[src/rtl/mpram_pkg.sv]
// Shared types, latency constants and the saturating-increment helper for the
// mpram responder slice.
package mpram_pkg;

  localparam int RD_DLY_COMB    = 0;
  localparam int RD_DLY_REG     = 1;
  localparam int DATA_WIDTH     = 16;
  localparam int SAT_MAX_WIDTH  = 64;

  typedef struct packed {
    logic                  valid;
    logic                  concrete;
    logic                  oob;
    logic [DATA_WIDTH-1:0] data;
  } rd_resp_t;

  // Counters narrower than SAT_MAX_WIDTH are zero-extended in and truncated out.
  function automatic logic [SAT_MAX_WIDTH-1:0] sat_inc(
    input logic [SAT_MAX_WIDTH-1:0] value,
    input int                       width
  );
    logic [SAT_MAX_WIDTH-1:0] max_v;
    if (width >= SAT_MAX_WIDTH) begin
      max_v = {SAT_MAX_WIDTH{1'b1}};
    end else begin
      max_v = (64'd1 << width) - 64'd1;
    end
    if (value >= max_v) begin
      sat_inc = max_v;
    end else begin
      sat_inc = value + 64'd1;
    end
  endfunction

endpackage

[src/rtl/mpram_sat_counter.sv]
// Saturating statistics counter: counts inc pulses, holds at all-ones.
module mpram_sat_counter
  import mpram_pkg::*;
#(
  parameter int WIDTH = 16
) (
  input  logic             clk,
  input  logic             rst,
  input  logic             inc,
  output logic [WIDTH-1:0] count
);

  logic [WIDTH-1:0] count_r;

  // Count register, cleared by the asynchronous reset
  always_ff @(posedge clk or posedge rst) begin
    if (rst) begin
      count_r <= '0;
    end else if (inc) begin
      count_r <= WIDTH'(sat_inc(SAT_MAX_WIDTH'(count_r), WIDTH));
    end
  end

  assign count = count_r;

endmodule

[src/rtl/mpram_responder.sv]
// Memory-side responder tracking written-since-reset state per entry.
// Optional macro MPRAM_RESPONDER_BYPASS_EN: same-cycle write/read to one index forwards wr_data.
module mpram_responder
  import mpram_pkg::*;
#(
  parameter int ADDR_WIDTH  = 16,
  parameter int DATA_WIDTH  = 16,
  parameter int MAX_DEPTH   = 256,
  parameter int RD_DATA_DLY = RD_DLY_REG,
  parameter int CNT_WIDTH   = 16
) (
  input  logic                  clk,
  input  logic                  rst,
  input  logic                  wr_en,
  input  logic [ADDR_WIDTH-1:0] wr_addr,
  input  logic [DATA_WIDTH-1:0] wr_data,
  input  logic                  rd_en,
  input  logic [ADDR_WIDTH-1:0] rd_addr,
  output logic                  rd_valid,
  output logic [DATA_WIDTH-1:0] rd_data,
  output logic                  rd_concrete,
  output logic                  rd_oob,
  output logic [CNT_WIDTH-1:0]  wr_count,
  output logic [CNT_WIDTH-1:0]  miss_count
);

  localparam int                  IDX_W     = $clog2(MAX_DEPTH);
  localparam logic [ADDR_WIDTH:0] DEPTH_EXT = (ADDR_WIDTH + 1)'(MAX_DEPTH);

  typedef struct packed {
    logic                  valid;
    logic                  concrete;
    logic                  oob;
    logic [DATA_WIDTH-1:0] data;
  } resp_t;

  logic [DATA_WIDTH-1:0] mem_r [MAX_DEPTH];
  logic [MAX_DEPTH-1:0]  written_r;
  logic [IDX_W-1:0]      wr_idx_s;
  logic [IDX_W-1:0]      rd_idx_s;
  logic                  wr_ok_s;
  logic                  rd_oob_s;
  logic                  miss_inc_s;
  resp_t                 lookup_s;
  resp_t                 resp_s;

  assign wr_idx_s = wr_addr[IDX_W-1:0];
  assign rd_idx_s = rd_addr[IDX_W-1:0];

  // Request decode and read lookup; all response fields are zero when idle
  always_comb begin
    wr_ok_s           = wr_en & ({1'b0, wr_addr} < DEPTH_EXT);
    rd_oob_s          = ({1'b0, rd_addr} >= DEPTH_EXT);
    lookup_s          = '0;
    lookup_s.valid    = rd_en;
    lookup_s.oob      = rd_en & rd_oob_s;
`ifdef MPRAM_RESPONDER_BYPASS_EN
    if (rd_en & wr_ok_s & ~rd_oob_s & (wr_idx_s == rd_idx_s)) begin
      lookup_s.concrete = 1'b1;
      lookup_s.data     = wr_data;
    end else begin
      lookup_s.concrete = rd_en & ~rd_oob_s & written_r[rd_idx_s];
      lookup_s.data     = lookup_s.concrete ? mem_r[rd_idx_s] : '0;
    end
`else
    lookup_s.concrete = rd_en & ~rd_oob_s & written_r[rd_idx_s];
    lookup_s.data     = lookup_s.concrete ? mem_r[rd_idx_s] : '0;
`endif
    miss_inc_s        = rd_en & ~lookup_s.concrete;
  end

  // Storage array; contents deliberately survive reset
  always_ff @(posedge clk) begin
    if (wr_ok_s) begin
      mem_r[wr_idx_s] <= wr_data;
    end
  end

  // Written-since-reset flags
  always_ff @(posedge clk or posedge rst) begin
    if (rst) begin
      written_r <= '0;
    end else if (wr_ok_s) begin
      written_r[wr_idx_s] <= 1'b1;
    end
  end

  generate
    if (RD_DATA_DLY == RD_DLY_COMB) begin : g_rd_comb
      assign resp_s = lookup_s;
    end else begin : g_rd_reg
      resp_t resp_r;
      // Registered response, one cycle after the request
      always_ff @(posedge clk or posedge rst) begin
        if (rst) begin
          resp_r <= '0;
        end else begin
          resp_r <= lookup_s;
        end
      end
      assign resp_s = resp_r;
    end
  endgenerate

  assign rd_valid    = resp_s.valid;
  assign rd_data     = resp_s.data;
  assign rd_concrete = resp_s.concrete;
  assign rd_oob      = resp_s.oob;

  mpram_sat_counter #(.WIDTH(CNT_WIDTH)) u_wr_cnt (
    .clk   (clk),
    .rst   (rst),
    .inc   (wr_ok_s),
    .count (wr_count)
  );

  mpram_sat_counter #(.WIDTH(CNT_WIDTH)) u_miss_cnt (
    .clk   (clk),
    .rst   (rst),
    .inc   (miss_inc_s),
    .count (miss_count)
  );

endmodule
[config.mk]
export PLATFORM = sky130hd
export DESIGN_NAME = mpram_responder
export DESIGN_NICKNAME = d
export VERILOG_FILES = /design/src/rtl/mpram_pkg.sv /design/src/rtl/mpram_sat_counter.sv /design/src/rtl/mpram_responder.sv
export SDC_FILE = /design/constraint.sdc
export NUM_CORES = 2
export LEC_CHECK = 0
export CAP_MARGIN = 20
export CORE_MARGIN = 10
export CORE_UTILIZATION = 55
export CTS_BUF_LIST = sky130_fd_sc_hd__clkbuf_16
export DETAILED_ROUTE_END_ITERATION = 8
export DONT_BUFFER_PORTS = 1
export GPL_ROUTABILITY_DRIVEN = 0
export PLACE_DENSITY = 0.68
export SLEW_MARGIN = 40
export SYNTH_ARGS = -nofsm -noshare
export SYNTH_HDL_FRONTEND = slang
export SYNTH_HIERARCHICAL = 1
export SYNTH_SLANG_ARGS = --single-unit
export TNS_END_PERCENT = 30
[constraint.sdc]
create_clock -name clk -period 22.7 [get_ports clk]
set_input_delay 4.54 -clock clk [delete_from_list [all_inputs] [get_ports clk]]
set_output_delay 4.54 -clock clk [all_outputs]
set_load 0.05 [all_outputs]
==> summary.txt <==
Worst setup path
  – Slowest CP cell: nor2_2
  – Critical path class: in2reg
  – Max FO, Critical Path: 70
  – FF-to-FF path depth: 11
  – WP data required: ~24 ns
  – Most used cell along the critical path: buf_16
  – Critical-path cell list: buf_16 -> buf_16 -> buf_16 -> buf_16 -> buf_16 -> buf_16 -> buf_16 -> mux4_2 -> mux4_2 -> o22a_1 -> nor2_1 -> or4_4 -> o31ai_4 -> nor2_2 -> nand3_1 -> or4_4 -> or2_1 -> o21ai_0
  – Critical path startpoint category: primary input
  – Worst Setup End Kind: flop
  – CP Data Arrival Time: 11.58 ns
  – Crit-path max cell delay: 0.72 ns

Detailed routing
  – 1st-iter DRT viols: 10325
  – Vias per inst: 6.48
  – Vias: roughly 79000
  – Post-DRT Antenna Nets: 0
  – Drt wl/cell: approximately 33 microns
  – WL final: 409000 microns
  – DRC viols: 0
  – Drt pass-1 iters: 5

Floorplan
  – Die W: 574 microns
  – Core footprint: about 310000 sq um
  – Full die area: approximately 330000 sq um
  – # IOs: a little over 100
  – Initial Util: 55.2%
  – Die span in y: 574 microns
  – FP Rows: 203

CTS
  – CTS Root Cell: clkbuf_16
  – Num CTS Buffers: 431
  – Max clock buf depth: 4
  – CTS tree: yes
  – Sink Count: 4403
  – Skew-Pair Late Insertion Delay: 0.98 ns
  – Clock slew seen by the registers of the worst setup and hold paths: ~0.06 ns
  – H-tree Lvls: 5
  – Post-cts hold buffer count: 0
  – Post-CTS Setup Repair Bufs: 0
  – Cts repair resizes: 0

Run
  – Max_cap viols: 0

STA
  – Hold_ws: 0.462 ns
  – Worst slew pin tran: 1.23 ns
  – Fin Clk Skew: 0.0647 ns
  – Max Slew Vio Count: 0
  – Slew margin rel.: between 10% and 20%
  – RSZ-0062 raised after global routing: no
  – Worst setup margin: 12.01 ns
  – Setup TNS: 0 ns
  – Min Tclk post-route: approximately 11 ns
  – Max Fclk: ~94 MHz
  – Final setup fails: 0
  – Hold Vio Cnt, Final: 0
  – Post-route clock period utilization: 47.1%

Global route
  – Initial antenna violation count: 12
  – Overflow after GRT: 0
  – Global-route wire length before repair: approximately 600000 microns
  – Vias in the first global route: 80493
  – Pin count of the biggest net entering global routing: approximately 260
  – All-layer global routing usage: between 20% and 30%

Synthesis
  – Most common cell in the netlist: edfxtp_1
  – Synth area leaders: edfxtp_1, mux4_2, dfrtp_1, mux2i_1, or2_2
  – Post-Syn Area per Cell: around 23 sq um
  – Synth Area in Compound Gates: roughly 1.1%
  – Number of distinct library cells after synthesis: 58
  – Simple-gate share of the synthesized area: around 2.3%
  – Synth area leader: edfxtp_1
  – Xor/xnor share of the synthesized area: 0.124%
  – Main combinational cell family by area after synthesis: multiplexers
  – Syn_nets: 7491
  – Post-synthesis mux area share: 17.9%
  – Yosys top cell area share: between 70% and 80%
  – Post-synthesis cell area: around 170000 sq um
  – Post-synth EDFFs: 4096
  – Number of synthesized register bits: 4403
  – Ys async rst share: 6.97%
  – Synth Area in Adders: 0.0148%
  – Most used standard cells in the synthesized netlist: edfxtp_1, mux4_2, mux2i_1, dfrtp_1, nor2_1
  – Synth Flop Type: edfxtp_1
  – Sequential fraction of the synthesis area: 77.3%
  – Yosys warns: 6
  – Synthesized instance count: 7437

Hold path
  – Worst Hold Depth: 1
  – Worst min path class: reg2reg

Power
  – Pwr Density: 87.3 nW/um^2
  – Leakage: around 63 nW
  – Total power draw: 16.6 mW
  – Worst vdd ir: 84.7 uV

Place
  – Dpl ws: around 11 ns
  – PortBufs: 0
  – Hpwl dp: 222000 microns

Final layout
  – Layout area overhead: 12.7%
  – Final core occ: around 62%
  – Total Nets Final: between 7000 and 8000
  – Fraction of layout cells with a size suffix above 1: 31.1%

Status
  – Status: complete, no violations
[where the power goes]
part / internal (mW) / leakage (nW) / switching (mW) / total, mW
sequential: 8.87 / 41.1 / 0.0365 / 8.91
clock: 4.09 / 7.34 / 3.05 / 7.14
combinational: 0.258 / 14.4 / 0.325 / 0.583
[critical path: cells and delay by family]
family	cells	cell delay, ns
mux	2	1.09
buf+inv	7	2.69
compound gates	3	0.55
simple gates	6	2.19
[placed cells by master, fill, tap and decap left out, drive strengths merged, types with 6 or more instances in the layout]
cell      synthesis  final
edfxtp         4096   4096
mux4           1176   1176
clkbuf          141    436
mux2i           381    381
dfrtp           307    307
buf             243    285
nor2            280    280
or2             260    260
clkinv            1    187
o22ai           132    132
inv               9    124
nand2           108    108
bufinv            0     52
nor4             38     38
a21oi            37     37
a22oi            34     34
o211ai           33     33
nand3            20     20
xnor2            18     18
o31a             17     17
nand4            17     17
clkinvlp          0     16
diode             0     13
nor3             12     12
nor2b             9      9
and3              8      8
o221ai            8      8
o21ai             6      6
xor2              6      6
[metal layers]
layer / track usage, % / routed length (microns)
met5: 0 / 30
met4: 8.48 / 15700
met3: 4.47 / 36100
met2: 38.3 / 196000
met1: 35.0 / 160000
[per-stage QoR]
stage | area [sq um] | cells
2_1_floorplan | 169000 | 7437
3_3_place_gp | 175000 | 11396
3_5_place_dp | 176000 | 11427
4_1_cts | 190000 | 12232
5_1_grt | 191000 | 12248
6_report | 191000 | 12256
[logic make-up after synthesis]
| logic type | after synthesis |
|---|---|
| simple gates | 770 |
| flops | 4403 |
| xor+xnor | 24 |
| fa+ha+maj | 2 |
| mux | 1559 |
| buf+inv | 394 |
| compound gates | 285 |
[sequential cells by signal, summed over array words and instances, names as in the netlist]
| register | count |
|---|---|
| u_wr_cnt/count | 16 |
| u_miss_cnt/count | 16 |
| rd_concrete | 1 |
| rd_oob | 1 |
| rd_valid | 1 |
| rd_data | 16 |
| written_r | 256 |
| mem_r | 4096 |
[path summary, 6_finish.rpt]
kind / from / end / slack, ns
min in group asynchronous: rst / written_r[88] / 3.45
worst max-delay path: rd_addr[0] / u_miss_cnt/count[2] / 12.01
worst min register to register: written_r[85] / written_r[85] / 0.46
worst min-delay path: written_r[85] / written_r[85] / 0.46
worst max register to register: written_r[221] / u_miss_cnt/count[2] / 18.12
max in group asynchronous: rst / written_r[34] / 17.86
[area by class of cell]
cell class	count	area, sq um
sequential	4403	131000
fill	20276	115000
multi-input combinational	2640	37300
clock buffer	436	10900
tap	4100	5130
clock inverter	369	3370
timing repair buffer	285	3070
inverter	10	65.1
antenna	13	32.5
Power figures use the tool's default switching activity.
